**src/rtl/sync_tx_arbiter.sv**
```systemverilog
// sync_tx_arbiter: round-robin arbiter that launches one word at a time onto a
// toggle-handshake synchronizer bus, enforcing SETUP/HOLD spacing around each flip.
`default_nettype none

module sync_tx_arbiter #(
  parameter int NREQ  = 4,
  parameter int WIDTH = 16,
  parameter int IDW   = 2,
  parameter int SETUP = 2,
  parameter int HOLD  = 6
) (
  input  logic                  clk,
  input  logic                  arst,
  input  logic [NREQ-1:0]       req,
  input  logic [NREQ*WIDTH-1:0] req_dat,
  output logic [NREQ-1:0]       ack,
  output logic [WIDTH-1:0]      bus_dat,
  output logic [IDW-1:0]        bus_id,
  output logic                  bus_toggle,
  output logic                  busy
);

  localparam int CMAX = (SETUP > HOLD) ? SETUP : HOLD;
  localparam int CNTW = (CMAX > 1) ? $clog2(CMAX) : 1;

  localparam logic [1:0] c_ST_IDLE  = 2'd0;
  localparam logic [1:0] c_ST_SETUP = 2'd1;
  localparam logic [1:0] c_ST_HOLD  = 2'd2;

  localparam logic [CNTW-1:0] c_SETUP_LD = CNTW'(SETUP - 1);
  localparam logic [CNTW-1:0] c_HOLD_LD  = CNTW'(HOLD - 1);
  localparam logic [IDW-1:0]  c_LAST_RST = IDW'(NREQ - 1);

  logic [1:0]       state_q, state_d;
  logic [CNTW-1:0]  cnt_q, cnt_d;
  logic [IDW-1:0]   last_q, last_d;
  logic [NREQ-1:0]  ack_q, ack_d;
  logic [WIDTH-1:0] bus_dat_q, bus_dat_d;
  logic [IDW-1:0]   bus_id_q, bus_id_d;
  logic             bus_toggle_q, bus_toggle_d;
  logic             busy_q, busy_d;

  logic             w_any;
  logic             w_grant;
  logic             w_hi_found;
  logic [IDW-1:0]   w_hi;
  logic [IDW-1:0]   w_lo;
  logic [IDW-1:0]   w_win;

  // Round-robin: lowest requester above last wins, otherwise wrap to lowest overall.
  always_comb begin
    w_hi_found = 1'b0;
    w_hi       = '0;
    w_lo       = '0;
    for (int i = NREQ - 1; i >= 0; i--) begin
      if (req[i]) begin
        w_lo = IDW'(i);
        if (i > int'(last_q)) begin
          w_hi_found = 1'b1;
          w_hi       = IDW'(i);
        end
      end
    end
    w_any = |req;
    w_win = w_hi_found ? w_hi : w_lo;
  end

  always_ff @(posedge clk or posedge arst) begin
    if (arst) begin
      state_q <= c_ST_IDLE;
      cnt_q   <= '0;
    end else begin
      state_q <= state_d;
      cnt_q   <= cnt_d;
    end
  end

  always_comb begin
    state_d = state_q;
    cnt_d   = cnt_q;
    w_grant = 1'b0;
    case (state_q)
      c_ST_IDLE: begin
        if (w_any) w_grant = 1'b1;
      end
      c_ST_SETUP: begin
        if (cnt_q == '0) begin
          state_d = c_ST_HOLD;
          cnt_d   = c_HOLD_LD;
        end else begin
          cnt_d = cnt_q - 1'b1;
        end
      end
      c_ST_HOLD: begin
        if (cnt_q == '0) begin
          if (w_any) w_grant = 1'b1;
          else       state_d = c_ST_IDLE;
        end else begin
          cnt_d = cnt_q - 1'b1;
        end
      end
      default: state_d = c_ST_IDLE;
    endcase
    if (w_grant) begin
      state_d = c_ST_SETUP;
      cnt_d   = c_SETUP_LD;
    end
  end

  // Output next-state: every output is the Q of its own flop.
  always_comb begin
    ack_d        = '0;
    bus_dat_d    = bus_dat_q;
    bus_id_d     = bus_id_q;
    bus_toggle_d = bus_toggle_q;
    last_d       = last_q;
    busy_d       = (state_d != c_ST_IDLE);
    if (w_grant) begin
      ack_d[w_win] = 1'b1;
      bus_dat_d    = req_dat[int'(w_win)*WIDTH +: WIDTH];
      bus_id_d     = w_win;
      last_d       = w_win;
    end
    if (state_q == c_ST_SETUP && cnt_q == '0) bus_toggle_d = ~bus_toggle_q;
  end

  always_ff @(posedge clk or posedge arst) begin
    if (arst) begin
      ack_q        <= '0;
      bus_dat_q    <= '0;
      bus_id_q     <= '0;
      bus_toggle_q <= 1'b0;
      busy_q       <= 1'b0;
      last_q       <= c_LAST_RST;
    end else begin
      ack_q        <= ack_d;
      bus_dat_q    <= bus_dat_d;
      bus_id_q     <= bus_id_d;
      bus_toggle_q <= bus_toggle_d;
      busy_q       <= busy_d;
      last_q       <= last_d;
    end
  end

  assign ack        = ack_q;
  assign bus_dat    = bus_dat_q;
  assign bus_id     = bus_id_q;
  assign bus_toggle = bus_toggle_q;
  assign busy       = busy_q;

endmodule

`default_nettype wire

```
**config.mk**
```make
export PLATFORM = sky130hd
export DESIGN_NAME = sync_tx_arbiter
export DESIGN_NICKNAME = d
export VERILOG_FILES = /design/src/rtl/sync_tx_arbiter.sv
export SDC_FILE = /design/constraint.sdc
export NUM_CORES = 1
export LEC_CHECK = 0
export CAP_MARGIN = 10
export CELL_PAD_IN_SITES_DETAIL_PLACEMENT = 2
export CELL_PAD_IN_SITES_GLOBAL_PLACEMENT = 2
export CORE_MARGIN = 2
export CORE_UTILIZATION = 24
export CTS_BUF_LIST = sky130_fd_sc_hd__clkbuf_8
export DETAILED_ROUTE_END_ITERATION = 12
export GPL_ROUTABILITY_DRIVEN = 0
export PLACE_DENSITY_LB_ADDON = 0.1
export SYNTH_ARGS = -nofsm -noshare
export SYNTH_HDL_FRONTEND = slang
export SYNTH_SLANG_ARGS = --single-unit
```
**constraint.sdc**
```tcl
create_clock -name clk -period 2.5 [get_ports clk]
set_input_delay 0.5 -clock clk [delete_from_list [all_inputs] [get_ports clk]]
set_output_delay 0.5 -clock clk [all_outputs]
set_load 0.05 [all_outputs]
```
Word-level counts from Yosys, hierarchy flattened
Cells that the tools add are included.
{ "totals": {"reg_bits": 31, "latchBits": 0, "mem_bits_rw": 0, "romBits": 0, "in_bits": 70, "memories": 0} }
{ "op_classes": {"n_addsub": 1, "mul": 0, "div": 0, "n_lt_le_gt_ge": 5, "eq_ne": 3, "n_shift": 1, "muxes": 32, "bitwise": 1, "reduce_logical": 8} }
{ "ops": {"columns": ["cell", "count"], "rows": [
  ["indexed part select 64 x 7 -> 16 bit", 1],
  ["two-way mux 2 bit", 15],
  ["two-way mux 1 bit", 9],
  ["two-way mux 3 bit", 3],
  ["case mux 2 bit (3 select lines)", 1],
  ["case mux 3 bit (2 select lines)", 1],
  ["greater-than comparator 2 bit (first input constant)", 2],
  ["two-way mux 4 bit", 1],
  ["OR reduction 4 bit", 1],
  ["logical NOT 3 bit", 1],
  ["less-than comparator 2 x 3 -> 1 bit (second input constant)", 1],
  ["inequality test 3 bit (second input constant)", 1],
  ["nonzero test 3 bit", 1],
  ["subtractor 3 x 1 -> 3 bit (second input constant)", 1],
  ["demux 1 bit (select 2 bit)", 1],
  ["== test 2 x 1 -> 1 bit (second input constant)", 1],
  ["== test 2 bit (second input constant)", 1],
  ["greater-or-equal comparator 2 x 1 -> 1 bit (second input constant)", 1],
  ["greater-than comparator 1 x 2 -> 1 bit (first input constant)", 1],
  ["logical AND 1 bit", 2],
  ["logical NOT 2 bit", 1],
  ["case mux 1 bit (2 select lines)", 1],
  ["AND reduction 2 bit", 1],
  ["nonzero test 2 bit", 1],
  ["inverter 1 bit", 1]
]} }

Logic depth before layout (Yosys ltp)
{ "logic_depth": {"ltp_word": 13, "mapped_depth": 8} }

Worst setup path before layout
OpenSTA, ideal clock, no wires.
{ "synth_timing": {"path_kind": "reg2reg", "start": "register cnt_q[0]", "end": "register bus_dat_q[1], in the netlist bus_dat[1]", "setup_ns": 0.128, "arrival_ns": 1.729, "slack_ns": 0.643, "path_stages_with_launch": 9, "period_less_slack_ns": 1.857, "path_cell_list": "dfrtp_1 > inv_1 > ha_1 > nand2b_2 > a21oi_1 > or4b_4 > buf_6 > a21oi_2 > a211oi_2"} }
{ "synth_between": {"elab_chain_len": 3} }
{ "synth_lines": {"columns": ["element", "line_no", "text"], "rows": [
  ["from (decl)", "35", "logic [CNTW-1:0] cnt_q, cnt_d;"],
  ["from (signal assigned)", "74", "cnt_q <= cnt_d;"],
  ["logical NOT 3 bit", "95", "if (cnt_q == '0) begin"],
  ["two-way mux 1 bit", "95", null],
  ["case mux 1 bit (2 select lines)", "82", "case (state_q)"],
  ["to (signal assigned)", "137", "bus_dat_q <= bus_dat_d;"],
  ["to (decl)", "38", "logic [WIDTH-1:0] bus_dat_q, bus_dat_d;"]
]} }
Every way passes these cells.
A chain may end at the register's enable or synchronous reset.

Worst setup path in the final report
{ "layout_timing": {"start": "input req[1]", "end": "register bus_dat_q[10], in the netlist bus_dat[10]"} }
{ "layout_between": {"elab_chain_len": 4, "word_cells_on_any_way": 10, "classes_between": "shift (1); mux (8); reduce/logical (1)"} }
{ "layout_lines": {"columns": ["element", "line_no", "text"], "rows": [
  ["from (decl)", "14", "input logic [NREQ-1:0] req,"],
  ["two-way mux 2 bit or OR reduction 4 bit (tied branches)", "56, 64", null],
  ["two-way mux 2 bit or two-way mux 1 bit (tied branches)", "56, 84, 96", null],
  ["two-way mux 2 bit or two-way mux 1 bit (tied branches)", "65, 95", null],
  ["indexed part select 64 x 7 -> 16 bit or case mux 1 bit (2 select lines) (tied branches)", "120, 82", null]
]} }
Several ways; a longest one is shown, not always the timed one.

==> run summary <==
outcome: completed
Post-Synthesis Cells: 209
pwr dens: 1280 mW/mm^2
Crit path depth: 7
ant diodes: 0
sequential fraction of the synthesis area: 38.7%
post-route design area: 0.00323 mm^2
crit path launch type: primary input
Pwr Total: 4.13 mW
r2r setup slk: 420 ps
Die Ht: 95.6 um
crit share post-route: 84.3%
cts hold-fix bufs: 0
fill count: 913
antenna-violating nets left: 0
f_max: 475 MHz
fin crit period: 2110 ps
Slowest cell on crit path: clkdlybuf4s50_1
DR vias/cell: 4.93
worst vdd ir: 0.000463 V
Largest stage delay, worst path: 560 ps
number of synthesized flops with an enable pin: 0
Avg Inst Size Synth: 9.63 um^2
gr usage total: 17.0%
Yosys top cell by area: dfrtp_1
buffers and inverters on the worst path: 2
CP Capture Point: bus_dat[10]
dpl cells: 406
most common cell after layout, fill and taps aside: clkdlybuf4s50_1
drt pass-1 iters: 4
# rows: 33
Core ar.: 0.00818 mm^2
setup_tns: 0 ps
nets: 380
largest cells by area after synthesis: dfrtp_1 36%, a21oi_2 7.0%, a221oi_2 6.0%, and3_1 5.3%, nor2_1 5.2%
utilization after layout: 39.5%
FF+latch area: 778 um^2
CTS resizes: 0
I/O pin total: 94
# Post-CTS Setup Buffers: 0
post-synth top area share: 36.0%
first-pass GRT wire length: 11900 um
Simple-Gate Fraction of Synth Area: 19.5%
Synth Warn #: 0
Synth Area in Compound Gates: 34.5%
Synth Area in XOR/XNOR: 0.870%
crit path cell chain: clkdlybuf4s50_1 -> nor2b_2 -> nand2_2 -> and3_1 -> buf_12 -> a21oi_2 -> a211oi_2
CP max FO: 18
Least-Margin Pin Slew: 533 ps
CTS Sinks: 31
mux cell area share after synthesis: 0%
Die X: 95.6 um
arrival time at the worst endpoint: 2280 ps
total gr overflow: 0
Post-Layout Cell Count: 414
Post-DP Area: 0.00313 mm^2
worst r2r src: cnt_q[0]
port bufs: 93
hold path depth: 1
CTS Buffer Depth: 2
dpl hpwl: 5490 um
most frequent cells in the layout: 93 x clkdlybuf4s50_1, 29 x dfrtp_1, 28 x nor2_1
Inserted Clock Buffers: 5
Worst Setup SP: req[1]
r2r endpoint: bus_dat[10]
wire per inst: 18.1 um
pin count of the biggest net entering global routing: 35
max_cap viols: 0
Leak Pwr: 1.30 nW
worst min path class: reg -> reg
Seq cells post-synth: 31
# setup viols final: 0
H-tree levels: 2
DR iter-0 viols: 38
vias in the first global route: 2240
RSZ-0062 raised after global routing: false
Top FF cell, synth: dfrtp_1
Post-Route WL: 7510 um
CP Capture Type: flip-flop
via count: 2042
CP Class: in -> reg
DRC Markers: 0
Final Hold Vio Count: 0
synth unique cells: 41
Die ar.: 0.00914 mm^2
delay-heaviest family, CP: simple AND/OR/NAND/NOR gates
Final Max Slew Viols: 0
CTS root buf: clkbuf_8
multi-input logic area: 0.00113 mm^2
Layout area overhead: 60.5%
syn_nets: 281
clk_lat worst skew: 290 ps
largest family of logic cells by synthesized area: compound AO/OA/AOI/OAI gates
initial antenna violation count: 0
Hold Startpoint: bus_toggle
Adder-Cell Fraction of Synth Area: 1.24%
TritonCTS clock tree: yes
Syn Std Cell Area: 0.00201 mm^2
reg2reg path depth: 8
normalized max-slew margin: 64.4%
share of layout cells above drive strength 1: 20.4%
Worst-path clk slew: 80 ps
asr flop ratio synth: 100%
Final Skew: 8.63 ps
WP data required: 2670 ps
Initial Utilization: 24.6%
==> worst register-to-register path: stages (launching register included) <==
cell and delay (ps):
dfrtp_1 390, inv_1 110, ha_1 250, nand2b_2 170, a21oi_1 160, or4b_4 490
buf_12 190, a21oi_2 140, a211oi_2 80
==> routing by layer <==
layer	GRT usage (%)	vias up	wire length [um]
met2	28.9	58	3600
met1	22.4	1013	3460
li1	-	964	-
met5	0	-	0
met4	3.57	0	65
met3	3.24	7	383
==> cells in the mapped netlist, types with 2 or more instances <==
library cell and count:
nor2_1 28, buf_6 2, o21ai_0 2, nor3_1 2
and3_1 17, o22ai_1 2, nand2b_1 3, buf_2 6
o21ai_1 3, a211oi_1 10, buf_4 2, a21oi_1 7
a21oi_2 16, xor2_1 2, clkbuf_1 5, inv_1 5
a221oi_2 8, dfstp_2 2, ha_1 2, a221oi_1 8
a211oi_2 6, dfrtp_1 29, nand2_1 21, a21o_1 4
==> worst min path at each step <==
stage	endpoint	slack (ps)
after floorplan	cnt_q[2]	460
after global routing	bus_toggle	500
final	bus_toggle	470
after CTS	bus_toggle	480
after global placement	bus_toggle	460
after detailed placement	bus_toggle	460
==> area by class of cell <==
type                            instances  share of cell area (%)
Timing Repair Buffer                  107                    33.2
Tap cell                              105                    4.07
Clock inverter                          1                   0.116
Inverter                                5                   0.581
Clock buffer                            7                    2.98
Sequential cell                        31                    24.1
Multi-Input combinational cell        158                    35.0
==> through the flow <==
| stage | worst slack, ps | hold WS, ps |
|---|---|---|
| floorplan | 643 | 460 |
| global placement | 124 | 460 |
| detailed placement | 81.1 | 461 |
| CTS | 387 | 479 |
| global route | 250 | 503 |
| finish | 394 | 469 |
==> where the power goes <==
| group | total (mW) | switching [mW] | internal [mW] | leakage, nW |
|---|---|---|---|---|
| Sequential | 0.963 | 0.202 | 0.761 | 0.361 |
| Combinational | 2.71 | 1.64 | 1.07 | 0.880 |
| Clock | 0.462 | 0.214 | 0.248 | 0.0557 |
| Total | 4.13 | 2.06 | 2.07 | 1.30 |
==> kinds of logic (layout without fill, tap and decap cells) <==
group                    Yosys count  after routing
adder cells (fa/ha/maj)            2              2
AO/OA/AOI/OAI                     75             75
AND/OR/NAND/NOR                   79             79
buffers and inverters             20            120
flip-flops                        31             31
XOR/XNOR                           2              2
==> state kept, by name, summed over array words and instances (netlist names) <==
name / flops
state_q: 2
cnt_q: 3
last_q: 2
bus_dat: 16
bus_toggle: 1
bus_id: 2
ack: 4
busy: 1
No activity file was read; power rests on OpenSTA's default activity.
